**config.mk**
```make
export PLATFORM = sky130hd
export DESIGN_NAME = decoder_seq
export DESIGN_NICKNAME = d
export VERILOG_FILES = /design/src/rtl/decoder_pkg.sv /design/src/rtl/decoder_core.sv /design/src/rtl/decoder_seq.sv
export SDC_FILE = /design/constraint.sdc
export NUM_CORES = 1
export LEC_CHECK = 0
export CAP_MARGIN = 20
export CORE_MARGIN = 2
export CORE_UTILIZATION = 50
export DETAILED_ROUTE_END_ITERATION = 8
export PLACE_DENSITY = 0.84
export SKIP_LAST_GASP = 1
export SLEW_MARGIN = 20
export SYNTH_ARGS = -nofsm -noshare
export SYNTH_HDL_FRONTEND = slang
export SYNTH_SLANG_ARGS = --single-unit
```
**constraint.sdc**
```tcl
create_clock -name clk -period 2.7 [get_ports clk]
set_input_delay 0.54 -clock clk [delete_from_list [all_inputs] [get_ports clk]]
set_output_delay 0.54 -clock clk [all_outputs]
set_load 0.02 [all_outputs]
```
**src/rtl/decoder_pkg.sv**
```systemverilog
// Shared mode codes, FSM state encoding and sizing helper for the sequenced decoder.
package decoder_pkg;

    localparam logic [1:0] MODE_DIRECT = 2'b00;
    localparam logic [1:0] MODE_SCAN   = 2'b01;
    localparam logic [1:0] MODE_SWEEP  = 2'b10;
    localparam logic [1:0] MODE_RSVD   = 2'b11;

    typedef enum logic [1:0] {
        S_IDLE   = 2'b00,
        S_DIRECT = 2'b01,
        S_SCAN   = 2'b10,
        S_SWEEP  = 2'b11
    } state_t;

    // A divider of 1 still needs a one-bit counter so the compare logic stays uniform.
    function automatic int tick_width(input int div);
        return (div > 1) ? $clog2(div) : 1;
    endfunction

endpackage

```
**src/rtl/decoder_core.sv**
```systemverilog
// Combinational N-to-2^N one-hot decoder; all outputs low when en is low.
module decoder_core #(
    parameter int N = 3
) (
    input  logic            en,
    input  logic [N-1:0]    a,
    output logic [2**N-1:0] y
);

    generate
        for (genvar gi = 0; gi < 2**N; gi++) begin : g_line
            assign y[gi] = en && (a == N'(gi));
        end
    endgenerate

endmodule

```
**src/rtl/decoder_seq.sv**
```systemverilog
// Sequenced one-hot select driver: direct decode, free-running scan and one-shot sweep,
// with registered outputs and optional active-low polarity on Y.
module decoder_seq
    import decoder_pkg::*;
#(
    parameter int N          = 3,
    parameter int DIV        = 4,
    parameter bit ACTIVE_LOW = 1'b0
) (
    input  logic            clk,
    input  logic            rst_n,
    input  logic            E,
    input  logic [1:0]      mode,
    input  logic [N-1:0]    A,
    input  logic            start,
    output logic [2**N-1:0] Y,
    output logic [N-1:0]    idx,
    output logic            valid,
    output logic            busy,
    output logic            done
);

    localparam int             W         = 2**N;
    localparam int             TW        = tick_width(DIV);
    localparam logic [TW-1:0]  TICK_LAST = TW'(DIV - 1);
    localparam logic [N-1:0]   IDX_LAST  = {N{1'b1}};
    localparam logic [W-1:0]   Y_IDLE    = {W{ACTIVE_LOW}};

    state_t          state_q, state_d;
    logic [TW-1:0]   tick_q, tick_d, tick_step;
    logic [N-1:0]    idx_q, idx_d, idx_step;
    logic            valid_q, valid_d;
    logic            busy_q, busy_d;
    logic            done_q, done_d;
    logic [W-1:0]    y_q, y_d, dec;
    logic            tick_wrap;

    assign tick_wrap = (tick_q == TICK_LAST);
    assign tick_step = tick_wrap ? '0 : tick_q + TW'(1);
    assign idx_step  = tick_wrap ? idx_q + N'(1) : idx_q;

    always_ff @(posedge clk or negedge rst_n) begin
        if (!rst_n) begin
            state_q <= S_IDLE;
        end else begin
            state_q <= state_d;
        end
    end

    always_comb begin
        state_d = state_q;
        if (!E) begin
            state_d = S_IDLE;
        end else begin
            case (state_q)
                S_IDLE: begin
                    case (mode)
                        MODE_DIRECT: state_d = S_DIRECT;
                        MODE_SCAN:   state_d = S_SCAN;
                        MODE_SWEEP:  state_d = start ? S_SWEEP : S_IDLE;
                        default:     state_d = S_IDLE;
                    endcase
                end
                S_DIRECT: if (mode != MODE_DIRECT) state_d = S_IDLE;
                S_SCAN:   if (mode != MODE_SCAN)   state_d = S_IDLE;
                S_SWEEP: begin
                    if (mode != MODE_SWEEP || (idx_q == IDX_LAST && tick_wrap)) begin
                        state_d = S_IDLE;
                    end
                end
                default: state_d = S_IDLE;
            endcase
        end
    end

    // Every path that does not stay in an active state falls back to the all-off defaults.
    always_comb begin
        tick_d  = '0;
        idx_d   = '0;
        valid_d = 1'b0;
        busy_d  = 1'b0;
        done_d  = 1'b0;
        if (E) begin
            case (state_q)
                S_IDLE: begin
                    if (state_d == S_SCAN) begin
                        valid_d = 1'b1;
                    end else if (state_d == S_SWEEP) begin
                        valid_d = 1'b1;
                        busy_d  = 1'b1;
                    end
                end
                S_DIRECT: begin
                    if (state_d == S_DIRECT) begin
                        idx_d   = A;
                        valid_d = 1'b1;
                    end
                end
                S_SCAN: begin
                    if (state_d == S_SCAN) begin
                        tick_d  = tick_step;
                        idx_d   = idx_step;
                        valid_d = 1'b1;
                    end
                end
                S_SWEEP: begin
                    if (state_d == S_SWEEP) begin
                        tick_d  = tick_step;
                        idx_d   = idx_step;
                        valid_d = 1'b1;
                        busy_d  = 1'b1;
                    end else if (mode == MODE_SWEEP) begin
                        done_d = 1'b1;
                    end
                end
                default: ;
            endcase
        end
    end

    decoder_core #(.N(N)) u_core (
        .en (valid_d),
        .a  (idx_d),
        .y  (dec)
    );

    assign y_d = ACTIVE_LOW ? ~dec : dec;

    always_ff @(posedge clk or negedge rst_n) begin
        if (!rst_n) begin
            tick_q  <= '0;
            idx_q   <= '0;
            valid_q <= 1'b0;
            busy_q  <= 1'b0;
            done_q  <= 1'b0;
            y_q     <= Y_IDLE;
        end else begin
            tick_q  <= tick_d;
            idx_q   <= idx_d;
            valid_q <= valid_d;
            busy_q  <= busy_d;
            done_q  <= done_d;
            y_q     <= y_d;
        end
    end

    assign Y     = y_q;
    assign idx   = idx_q;
    assign valid = valid_q;
    assign busy  = busy_q;
    assign done  = done_q;

endmodule

```
# After elaboration in Yosys (flattened, before gate mapping)
# Cells that the tools add are included.
# op_classes
addsub	2
multipliers	0
div_mod_pow	0
magnitude_cmp	0
eq_ne	19
shift	0
n_mux	31
bitwise_logic	0
n_reduce_logical	14
# ops
op	count
two-way mux 2 bit	9
== test 3 bit (second input constant)	5
two-way mux 3 bit	5
== test 2 bit (second input constant)	6
two-way mux 1 bit	11
logical AND 1 bit	9
one-hot mux 3 bit (3 select lines)	1
one-hot mux 2 bit (4 select lines)	1
== test 2 x 1 -> 1 bit (second input constant)	3
== test 3 x 2 -> 1 bit (second input constant)	2
one-hot mux 2 bit (3 select lines)	1
zero test 2 bit	2
one-hot mux 1 bit (4 select lines)	1
one-hot mux 2 bit (2 select lines)	1
adder 3 x 1 -> 3 bit (second input constant)	1
== test 3 x 1 -> 1 bit (second input constant)	1
zero test 3 bit	1
adder 2 x 1 -> 2 bit (second input constant)	1
!= test 2 x 1 -> 1 bit (second input constant)	1
!= test 2 bit (second input constant)	1
one-hot mux 1 bit (2 select lines)	1
nonzero test 2 bit	1
logical OR 1 bit	1
# word_totals
register_bits	18
latchBits	0
ram_bits	0
romBits	0
input_bits	9
out_inout_bits	14
word_cells	73
memories	0

# Longest topological paths before layout
# Gate-level depths: netlist (run 1).
# depth
depth_word	12
depth_mapped	10
ltp_nobuf	9

# By module
# Synthesis (run 1) repeated with hierarchy kept, for this count alone.
# unflattened
cells_unflattened	76
hier_area_um2	934.6
# by_module_without_submodules
mod	instances	cells_per_inst	area_each_um2
decoder_seq	1	68	838.3
decoder_core	1	8	96.3

# Least setup slack after synthesis (run 1)
# OpenSTA, ideal clock, no wires.
# synth_timing
path_kind	register -> register
startpoint	register state_q[0]
endpoint	register y_q[5] (netlist: Y[5])
setup_time_ps	95
arrival_ps	2134
t_required_ps	2605
path_slack_ps	471
stages_incl_launch_ff	9
period_less_slack_ps	2229
cell_sequence	dfrtp_1 > inv_1 > ha_1 > mux2i_1 > o31a_1 > a21oi_2 > mux2_2 > a21bo_4 > nor4b_2
# synth_via
elab_chain_cells	9
word_cells_on_any_way	25
cone_classes	eq/ne: 7; mux: 16; reduce/logical: 2
# synth_lines
element	line_no	text
start, declared	decoder_seq.sv:29	state_t state_q, state_d;
start signal, assigned	decoder_seq.sv:46	state_q <= state_d;
== test 2 bit, or another cell as far along	decoder_seq.sv:55, decoder_seq.sv:84	
one-hot mux 2 bit (4 select lines)	decoder_seq.sv:55	case (state_q)
two-way mux 2 bit	decoder_seq.sv:52	if (!E) begin
== test 2 bit, or another cell as far along	decoder_seq.sv:88, decoder_seq.sv:107	
two-way mux 3 bit, or another cell as far along	decoder_seq.sv:107	if (state_d == S_SWEEP) begin
one-hot mux 3 bit (3 select lines) / two-way mux 1 bit (equally long branches)	decoder_seq.sv:84, decoder_seq.sv:86	
two-way mux 3 bit / one-hot mux 1 bit (4 select lines) (equally long branches)	decoder_seq.sv:83, decoder_seq.sv:84	
== test 3 bit / two-way mux 1 bit (equally long branches)	decoder_core.sv:12, decoder_seq.sv:83	
logical AND 1 bit (*)	decoder_core.sv:12	assign y[gi] = en && (a == N'(gi));
via dec[5]	decoder_seq.sv:35	logic [W-1:0] y_q, y_d, dec;
end signal, assigned	decoder_seq.sv:143	y_q <= y_d;
end, declared	decoder_seq.sv:35	
# The timed path passes the listed nets; every way through them passes the cells marked *.

# Final worst setup path (run 1)
# layout_timing
startpoint	register state_q[1]
endpoint	register y_q[1] (netlist: Y[1])
# layout_via
elab_chain_cells	9
word_cells_on_any_way	25
cone_classes	eq/ne: 7; mux: 16; reduce/logical: 2
# layout_lines
element	line_no
== test 2 bit, or another cell as far along	decoder_seq.sv:55, decoder_seq.sv:84
one-hot mux 2 bit (4 select lines)	decoder_seq.sv:55
two-way mux 2 bit	decoder_seq.sv:52
== test 2 bit, or another cell as far along	decoder_seq.sv:88, decoder_seq.sv:107
two-way mux 3 bit, or another cell as far along	decoder_seq.sv:107
one-hot mux 3 bit (3 select lines) / two-way mux 1 bit (equally long branches)	decoder_seq.sv:84, decoder_seq.sv:86
two-way mux 3 bit / one-hot mux 1 bit (4 select lines) (equally long branches)	decoder_seq.sv:83, decoder_seq.sv:84
== test 3 x 1 -> 1 bit / two-way mux 1 bit (equally long branches)	decoder_core.sv:12, decoder_seq.sv:83
logical AND 1 bit (*)	decoder_core.sv:12
via dec[1]	decoder_seq.sv:35
# Marks and branches as above.

==> results of run 1 <==
registers in the layout, summed over array words and instances (netlist names):
name     flops
done         1
busy         1
tick_q       2
Y            8
idx          3
valid        1
state_q      2
kinds of logic (layout without fill, tap and decap cells):
| family | count (synthesis) | in the layout | synth area share [%] |
|---|---|---|---|
| AOI/OAI and AO/OA | 18 | 18 | 19.14 |
| xor gates and xnor gates | 1 | 1 | 0.7974 |
| buffers and inverters | 7 | 41 | 3.417 |
| DFF | 18 | 18 | 41.00 |
| muxes | 6 | 6 | 6.264 |
| and+or+nand+nor | 35 | 35 | 20.27 |
| adders and majority gates | 8 | 8 | 9.112 |
final timing paths:
check / end / slack [ns] / startpoint
worst min-delay path: tick_q[0] / 0.46 / tick_q[0]
min in group asynchronous: done / 0.67 / rst_n
max in group asynchronous: Y[5] / 1.55 / rst_n
worst max register to register: Y[1] / 0.16 / state_q[1]
worst min register to register: tick_q[0] / 0.46 / tick_q[0]
worst max-delay path: Y[1] / 0.16 / state_q[1]
synthesized netlist by cell type (2+ instances only):
master,count,area [sq um]
sky130_fd_sc_hd__and3_1,3,18.77
sky130_fd_sc_hd__ha_1,8,100.1
sky130_fd_sc_hd__nor3b_2,2,25.02
sky130_fd_sc_hd__nor2_1,4,15.01
sky130_fd_sc_hd__a21oi_1,3,15.01
sky130_fd_sc_hd__mux2i_1,2,20.02
sky130_fd_sc_hd__nand3_1,2,10.01
sky130_fd_sc_hd__nand2_1,9,33.78
sky130_fd_sc_hd__nand2b_1,2,12.51
sky130_fd_sc_hd__nor3_1,2,10.01
sky130_fd_sc_hd__inv_1,5,18.77
sky130_fd_sc_hd__dfrtp_1,18,450.4
sky130_fd_sc_hd__nor4b_2,2,30.03
sky130_fd_sc_hd__mux2_2,3,33.78
critical path: cells and delay by family, from the launching register on:
| kind | cells | cell delay [ns] |
|---|---|---|
| AO/OA/AOI/OAI | 3 | 0.79 |
| multiplexers | 2 | 0.54 |
| flip-flops | 1 | 0.44 |
| adder cells (fa/ha/maj) | 1 | 0.28 |
| AND/OR/NAND/NOR | 1 | 0.25 |
| buffers and inverters | 1 | 0.14 |
routing by layer:
layer | part of all wire, % | vias to the layer above | routed length, microns | GRT usage [%]
met5 | 0 | - | 0 | 0
met4 | 3.5 | 0 | 83 | 9.459
met3 | 4.6 | 14 | 109 | 4.386
met2 | 50 | 46 | 1191 | 37.06
met1 | 41 | 436 | 976 | 26.44
li1 | - | 409 | - | -
through the flow:
stage	power (mW)	std cells	utilization, %
after detailed placement	0.4295	150	69.68
after global routing	0.6222	154	71.91
after CTS	0.5897	154	71.47
after global placement	0.4239	150	69.68
after floorplan	0.3712	93	-
final	0.5955	154	71.91
area by class of cell:
| class | instances | area share, % |
|---|---|---|
| well taps | 27 | 2.324 |
| clock buffers | 4 | 2.496 |
| inverters | 5 | 1.291 |
| flip-flops and latches | 18 | 30.98 |
| repair buffers | 32 | 20.31 |
| multi-input cells | 68 | 42.60 |
timing repair:
item | CTS | global route
gates resized for setup | 0 | 2
endpoints found under the setup margin | 0 | 2
setup buffers | 0 | 0
cell usage in the layout (no fill, tap or decap), drive strengths merged, types with 2 or more instances in the layout:
cell	netlist	routed
a21oi	4	4
and3	3	3
and3b	2	2
buf	2	10
clkbuf	0	4
clkdlybuf4s50	0	22
dfrtp	18	18
ha	8	8
inv	5	5
mux2	4	4
mux2i	2	2
nand2	9	9
nand2b	2	2
nand3	2	2
nor2	4	4
nor3	2	2
nor3b	3	3
nor4b	2	2
o21a	2	2
report_power, final:
group / internal (mW) / total [mW] / switching [mW]
logic: 0.0663 / 0.144 / 0.0781
registers: 0.278 / 0.283 / 0.00539
clock network: 0.0822 / 0.168 / 0.0858
total: 0.426 / 0.596 / 0.169
==> impl_metrics.ini, run 1 <==
[clock_network]
clock_pin_slew_on_the_worst_setup_and_hold_paths_ns = 0.11
ctsHoldBuffers = 0
htree_levels = 1
max-clock-path-buffers = 2
number_of_buffers_created_by_cts = 3
clock-root-buffer = sky130_fd_sc_hd__clkbuf_4
cts.sinks = 18
cts_tree = done
worstSkewPairLatency_ns = 0.30

[synth]
postSynth.topFlopCell = sky130_fd_sc_hd__dfrtp_1
synth_seq_cells = 18
yosys_warnings = 0
mappedNetlistNets = 110
syn-cell-area_sq_um = 1099
ys_async_sr_fraction_pct = 100.0
yosysSeqAreaShare_pct = 41.00
synth_enable_flop_cells = 0
syn-instance-count = 93
synth_area_per_cell_sq_um = 11.81
synthDistinctLibCells = 42

[timing]
post-route-min-period_ns = 2.544
tightestPinTransition_ns = 0.7548
final-max-slew-violation-count = 0
setup_viol_count_final = 0
final_hold_viol_count = 0
rsz0062_at_grt = no
fin_hold_ws_ns = 0.4570
timing.clock.skew_ns = 0.008629
worst_slew_margin_rel_pct = 49.52
setup_slack_ns = 0.1558
finalSetupTns_ns = 0
fmaxAchievable_mhz = 393.0
final.period_utilization_pct = 94.23

[routing]
drt-total-wl_microns = 2361
detail_route.drc_violations = 0
vias_per_cell = 5.877
via_count = 905
drt.antenna.violating_nets = 0
wire_per_inst_microns = 15.33
iteration_0_drc_count_of_the_detailed_router = 27
dr.pass1.iters = 4

[placed_design]
worst_setup_timing_slack_at_the_placement_stage_ns = -0.05663
detailed_place_hpwl_microns = 1900
placement.cell_area_sq_um = 1409
numPortBuffers = 22
routabilityCongestion = 0.8874

[global_routing]
first_global_vias = 879
grt_start_max_net_pins = 19
gr-total-overflow = 0
track_usage_pct = 21.65
grt_antenna_before_repair = 0
wire_length_of_the_first_global_routing_pass_microns = 4133

[layout]
final_area_sq_um = 1454
nNetsFinal = 145
ff_latch_area_sq_um = 450.4
fillers = 154
antenna_cells = 0
drive_gt1_share_pct = 28.35
area_used_by_multi_input_combinational_logic_sq_um = 619.3
area.growth.synth_to_final_pct = 32.35

[worst_setup_path]
cp-start-kind = flop
critPathArrivalTime_ns = 2.74
reg2regPathDepth = 8
cp-end-kind = flop
worst-setup-path-type = reg -> reg
crit_chain = inv_1 -> ha_1 -> mux2i_1 -> o31a_1 -> a21oi_2 -> mux2_2 -> a21bo_4 -> nor4_1
worst-path-max-fanout = 5
worst_ep_required_time_ns = 2.89
crit_path_max_incr_delay_ns = 0.44
critical_path.slowest_cell = sky130_fd_sc_hd__dfrtp_1

[die]
initial_core_utilization_pct = 54.33
fp-row-count = 16
boundaryPins = 23
coreArea_sq_um = 2022
die-height_microns = 50.88
total_die_area_sq_um = 2588
die-width_microns = 50.88

[outcome]
outcome = finished clean

[pwr]
power_per_cell_area_nw_per_um2 = 409.6
power.leakage_nw = 0.6366
vdd.ir_drop.worst_mv = 0.2714

[min_path]
min-delay-path-class = reg -> reg
hold_depth = 1

[job]
max_capacitance_violation_count = 0
No activity file was read; power rests on OpenSTA's default activity.
==> run 2: changes to the inputs <==
--- a/config.mk
+++ b/config.mk
@@ -6,6 +6,7 @@
 export NUM_CORES = 1
 export LEC_CHECK = 0
 export CAP_MARGIN = 20
+export CORE_ASPECT_RATIO = 1.4
 export CORE_MARGIN = 2
 export CORE_UTILIZATION = 50
 export DETAILED_ROUTE_END_ITERATION = 8
==> impl_metrics.ini, run 2 (synthesis gave the netlist of run 1 again) <==
[routing]
detail_route.drc_violations = 0
via_count = 841
wire_per_inst_microns = 15.35
vias_per_cell = 5.760
drt-total-wl_microns = 2241
iteration_0_drc_count_of_the_detailed_router = 21
drt.antenna.violating_nets = 0
dr.pass1.iters = 5

[global_routing]
grt_start_max_net_pins = 19
gr-total-overflow = 0
first_global_vias = 846
grt_antenna_before_repair = 0
wire_length_of_the_first_global_routing_pass_microns = 3801
track_usage_pct = 19.94

[die]
die-width_microns = 43.62
fp-row-count = 20
die-height_microns = 59.46
coreArea_sq_um = 2127
total_die_area_sq_um = 2593
boundaryPins = 23
initial_core_utilization_pct = 51.65

[timing]
rsz0062_at_grt = no
final_hold_viol_count = 0
setup_slack_ns = 0.1859
tightestPinTransition_ns = 0.7650
finalSetupTns_ns = 0
setup_viol_count_final = 0
fmaxAchievable_mhz = 397.8
worst_slew_margin_rel_pct = 48.84
post-route-min-period_ns = 2.514
timing.clock.skew_ns = 0.003331
final-max-slew-violation-count = 0
final.period_utilization_pct = 93.12
fin_hold_ws_ns = 0.4413

[clock_network]
clock_pin_slew_on_the_worst_setup_and_hold_paths_ns = 0.09
cts.sinks = 18
cts_tree = done
cts.repair.resized = 0
clock-root-buffer = sky130_fd_sc_hd__clkbuf_4
postCtsSetupBuffers = 0
max-clock-path-buffers = 2
htree_levels = 1
ctsHoldBuffers = 0
number_of_buffers_created_by_cts = 3
worstSkewPairLatency_ns = 0.30

[layout]
finish.utilization_pct = 66.29
antenna_cells = 0
nNetsFinal = 143
most_common_cell_after_layout_fill_and_taps_aside = sky130_fd_sc_hd__clkdlybuf4s50_1
area.growth.synth_to_final_pct = 28.36
final_cell_mix = sky130_fd_sc_hd__clkdlybuf4s50_1 (22), sky130_fd_sc_hd__dfrtp_1 (18), sky130_fd_sc_hd__nand2_1 (9)
flip_flop_count_of_the_largest_register_after_layout = 8
drive_gt1_share_pct = 25.00

[worst_setup_path]
worst-path-max-fanout = 6
worst-setup-path-type = reg -> reg
critPathArrivalTime_ns = 2.71
cp-start-kind = flop
cp-end-kind = flop
worst_ep_required_time_ns = 2.90

[job]
max_capacitance_violation_count = 0

[placed_design]
detailed_place_hpwl_microns = 1788
worst_setup_timing_slack_at_the_placement_stage_ns = -0.02078
numPortBuffers = 22
routabilityCongestion = 0.8625

[pwr]
vdd.ir_drop.worst_mv = 0.2597
power_per_cell_area_nw_per_um2 = 392.8
design_power_total_mw = 0.5539
power.leakage_nw = 0.6195

[outcome]
outcome = finished clean

[min_path]
min-delay-path-class = reg -> reg
## run 2: cell types whose count changed in the layout (fill, tap and decap cells not counted)
cell,before,now
sky130_fd_sc_hd__ha_2,1,0
sky130_fd_sc_hd__a2bb2oi_1,0,1
sky130_fd_sc_hd__clkbuf_8,1,0
sky130_fd_sc_hd__a2bb2oi_2,1,0
sky130_fd_sc_hd__ha_1,7,8
sky130_fd_sc_hd__buf_4,10,8
## run 2: worst max-delay path: stages (launching register included)
cell and delay (ns):
sky130_fd_sc_hd__dfrtp_1 0.43, sky130_fd_sc_hd__inv_1 0.12, sky130_fd_sc_hd__ha_1 0.34, sky130_fd_sc_hd__mux2i_1 0.15, sky130_fd_sc_hd__a2bb2oi_1 0.17, sky130_fd_sc_hd__o21a_2 0.22, sky130_fd_sc_hd__inv_1 0.17, sky130_fd_sc_hd__mux2i_1 0.35
sky130_fd_sc_hd__o32ai_4 0.17, sky130_fd_sc_hd__a2111oi_2 0.29
## run 2: worst paths after layout
check	startpoint	end	slack, ns	depth (start not counted)
max	state_q[0]	Y[0]	0.19	9
min	tick_q[0]	tick_q[0]	0.44	1
max reg2reg	state_q[0]	Y[0]	0.19	9
min reg2reg	tick_q[0]	tick_q[0]	0.44	1
max in group asynchronous	rst_n	idx[1]	1.54	1
min in group asynchronous	rst_n	state_q[0]	0.68	1
## run 2: power breakdown
part	total, mW	switching (mW)	leakage (nW)	internal (mW)
Combinational	0.138	0.0756	0.357	0.0622
Clock	0.133	0.0805	0.0138	0.0521
Sequential	0.283	0.00583	0.248	0.278
Total	0.554	0.162	0.619	0.392
## run 2: per-stage QoR
step	instance area, sq um	std cells
after global routing	1410	146
after detailed placement	1388	143
after CTS	1410	146
after floorplan	1099	93
after global placement	1388	143
final	1410	146
## run 2: final cells by class
cell class,count,area (sq um)
tap,22,27.53
timing repair buffer,30,280.3
clock buffer,3,22.52
inverter,5,18.77
sequential,18,450.4
fill,166,716.9
multi-input combinational,68,610.6
## run 2: per-layer routing
metal,routed length [microns],GRT usage [%],up-vias
li1,-,-,405
met1,856,22.91,406
met2,1269,35.29,25
met3,61,1.829,5
met4,53,11.26,0
met5,0,0,-
==> run 3: changes to the inputs <==
--- a/config.mk
+++ b/config.mk
@@ -9,8 +9,11 @@
 export CORE_ASPECT_RATIO = 1.4
 export CORE_MARGIN = 2
 export CORE_UTILIZATION = 50
+export CTS_CLUSTER_DIAMETER = 200
 export DETAILED_ROUTE_END_ITERATION = 8
+export HOLD_SLACK_MARGIN = 0.03
 export PLACE_DENSITY = 0.84
+export REMOVE_ABC_BUFFERS = 1
 export SKIP_LAST_GASP = 1
 export SLEW_MARGIN = 20
 export SYNTH_ARGS = -nofsm -noshare
==> impl_metrics.ini, run 3 (synthesis gave the netlist of run 1 again) <==
[pwr]
switching_share_of_power_pct = 28.23
power.net_switching_mw = 0.1661
power.leakage_nw = 0.6209
power_per_cell_area_nw_per_um2 = 414.7
design_power_total_mw = 0.5884
vdd.ir_drop.worst_mv = 0.2566
share_seq_of_total_power_pct = 48.2
share_comb_of_total_power_pct = 23.9
p_int_mw = 0.4223
power.share.clock_pct = 27.9

[worst_setup_path]
worst-path-max-fanout = 5
worst_ep_required_time_ns = 2.86
cp-end-kind = flop
worst-setup-path-type = reg -> reg
critPathArrivalTime_ns = 2.75
timing.rr.end = Y[0]
ff2ff_setup_slack_ns = 0.11
reg2regPathDepth = 8
cp-start-kind = flop
critical_path.reg2reg.startpoint = state_q[1]

[min_path]
hold_depth = 1
hold_path_end = tick_q[0]
min-delay-path-class = reg -> reg
hold_path.startpoint = tick_q[0]

[global_routing]
gr-total-overflow = 0
grt_antenna_before_repair = 0
first_global_vias = 884
track_usage_pct = 20.64
wire_length_of_the_first_global_routing_pass_microns = 3864
grt_start_max_net_pins = 19

[placed_design]
numPortBuffers = 22
routabilityCongestion = 0.8179
detailed_place_hpwl_microns = 1954

[routing]
dr.pass1.iters = 4
wire_per_inst_microns = 16.51
vias_per_cell = 5.863
detail_route.drc_violations = 0
iteration_0_drc_count_of_the_detailed_router = 28
via_count = 856
drt-total-wl_microns = 2410
drt.antenna.violating_nets = 0

[layout]
final_cell_mix = sky130_fd_sc_hd__clkdlybuf4s50_1 (22), sky130_fd_sc_hd__dfrtp_1 (18), sky130_fd_sc_hd__nand2_1 (9)
finish.utilization_pct = 66.71
most_common_cell_after_layout_fill_and_taps_aside = sky130_fd_sc_hd__clkdlybuf4s50_1
antenna_cells = 0
area.growth.synth_to_final_pct = 29.16
drive_gt1_share_pct = 25.81
nNetsFinal = 142
flip_flop_count_of_the_largest_register_after_layout = 8

[clock_network]
number_of_buffers_created_by_cts = 3
cts.sinks = 18
htree_levels = 1
postCtsSetupBuffers = 0
cts_tree = done
clock_pin_slew_on_the_worst_setup_and_hold_paths_ns = 0.09
worstSkewPairLatency_ns = 0.29
clock-root-buffer = sky130_fd_sc_hd__clkbuf_4
max-clock-path-buffers = 2

[timing]
rsz0062_at_grt = no
final-max-slew-violation-count = 0
tightestPinTransition_ns = 0.7756
finalSetupTns_ns = 0
final.period_utilization_pct = 95.85
setup_viol_count_final = 0
worst_slew_margin_rel_pct = 48.13
final_hold_viol_count = 0
timing.clock.skew_ns = 0.006180
fin_hold_ws_ns = 0.4529
post-route-min-period_ns = 2.588
fmaxAchievable_mhz = 386.4

[job]
max_capacitance_violation_count = 0

[die]
boundaryPins = 23
die-width_microns = 43.62
die-height_microns = 59.46
total_die_area_sq_um = 2593
initial_core_utilization_pct = 51.65
fp-row-count = 20
coreArea_sq_um = 2127

[outcome]
outcome = finished clean
run 3: changes by cell type in the layout (fill, tap and decap cells not counted):
| cell | delta |
|---|---|
| sky130_fd_sc_hd__buf_4 | -1 |
| sky130_fd_sc_hd__clkbuf_8 | +1 |
| sky130_fd_sc_hd__ha_1 | -1 |
| sky130_fd_sc_hd__ha_2 | +1 |
run 3: how the worst max path moves through the flow:
stage | slack (ns) | start | cells after the start | to
2_1_floorplan | 0.29 | state_q[0] | 8 | Y[5]
3_3_place_gp | -0.002 | mode[1] | 8 | Y[0]
3_5_place_dp | -0.10 | mode[1] | 8 | Y[0]
4_1_cts | 0.08 | state_q[0] | 8 | Y[0]
5_1_grt | 0.01 | state_q[1] | 8 | Y[0]
6_report | 0.11 | state_q[1] | 8 | Y[0]
run 3: critical path: stages (launching register included):
cell and delay [ns]:
sky130_fd_sc_hd__dfrtp_1 0.44, sky130_fd_sc_hd__inv_1 0.15, sky130_fd_sc_hd__ha_1 0.27, sky130_fd_sc_hd__mux2i_1 0.12, sky130_fd_sc_hd__o31a_1 0.26, sky130_fd_sc_hd__a21oi_2 0.29
sky130_fd_sc_hd__mux2_2 0.41, sky130_fd_sc_hd__a311oi_1 0.41, sky130_fd_sc_hd__a2111oi_2 0.10
run 3: what timing repair did:
item                                   in CTS  in global routing
hold buffers                                0                  0
endpoints found under the hold margin       0                  0
resized for setup                           0                  1
setup endpoints to repair                   0                  3
run 3: power groups by stage:
stage          registers (mW)  logic (mW)  clock network [mW]
4_1_cts                 0.283       0.139               0.166
3_3_place_gp            0.288       0.133                   0
3_5_place_dp            0.288       0.139                   0
5_1_grt                 0.284       0.152               0.178
6_report                0.283       0.141               0.164
2_1_floorplan           0.294      0.0720                   0
run 3: metrics by stage:
step / area, sq um / worst slack (ns) / std cells
after global routing: 1419 / 0.01452 / 146
after detailed placement: 1380 / -0.1043 / 142
final: 1419 / 0.1119 / 146
after CTS: 1416 / 0.07516 / 146
after global placement: 1380 / -0.001745 / 142
after floorplan: 1080 / 0.2872 / 91
run 3: routing by layer:
metal / GRT usage, % / up-vias / routed length [microns]
met1: 22.20 / 417 / 918
li1: - / 401 / -
met5: 0 / - / 0
met2: 36.97 / 30 / 1324
met4: 12.99 / 0 / 72
met3: 2.744 / 8 / 95
run 3: area by class of cell:
class                   instances  area (sq um)
clock buffers                   4         36.28
fillers                       185         708.2
inverters                       5         18.77
multi-input cells              68         613.1
flip-flops and latches         18         450.4
well taps                      22         27.53
repair buffers                 29         272.8
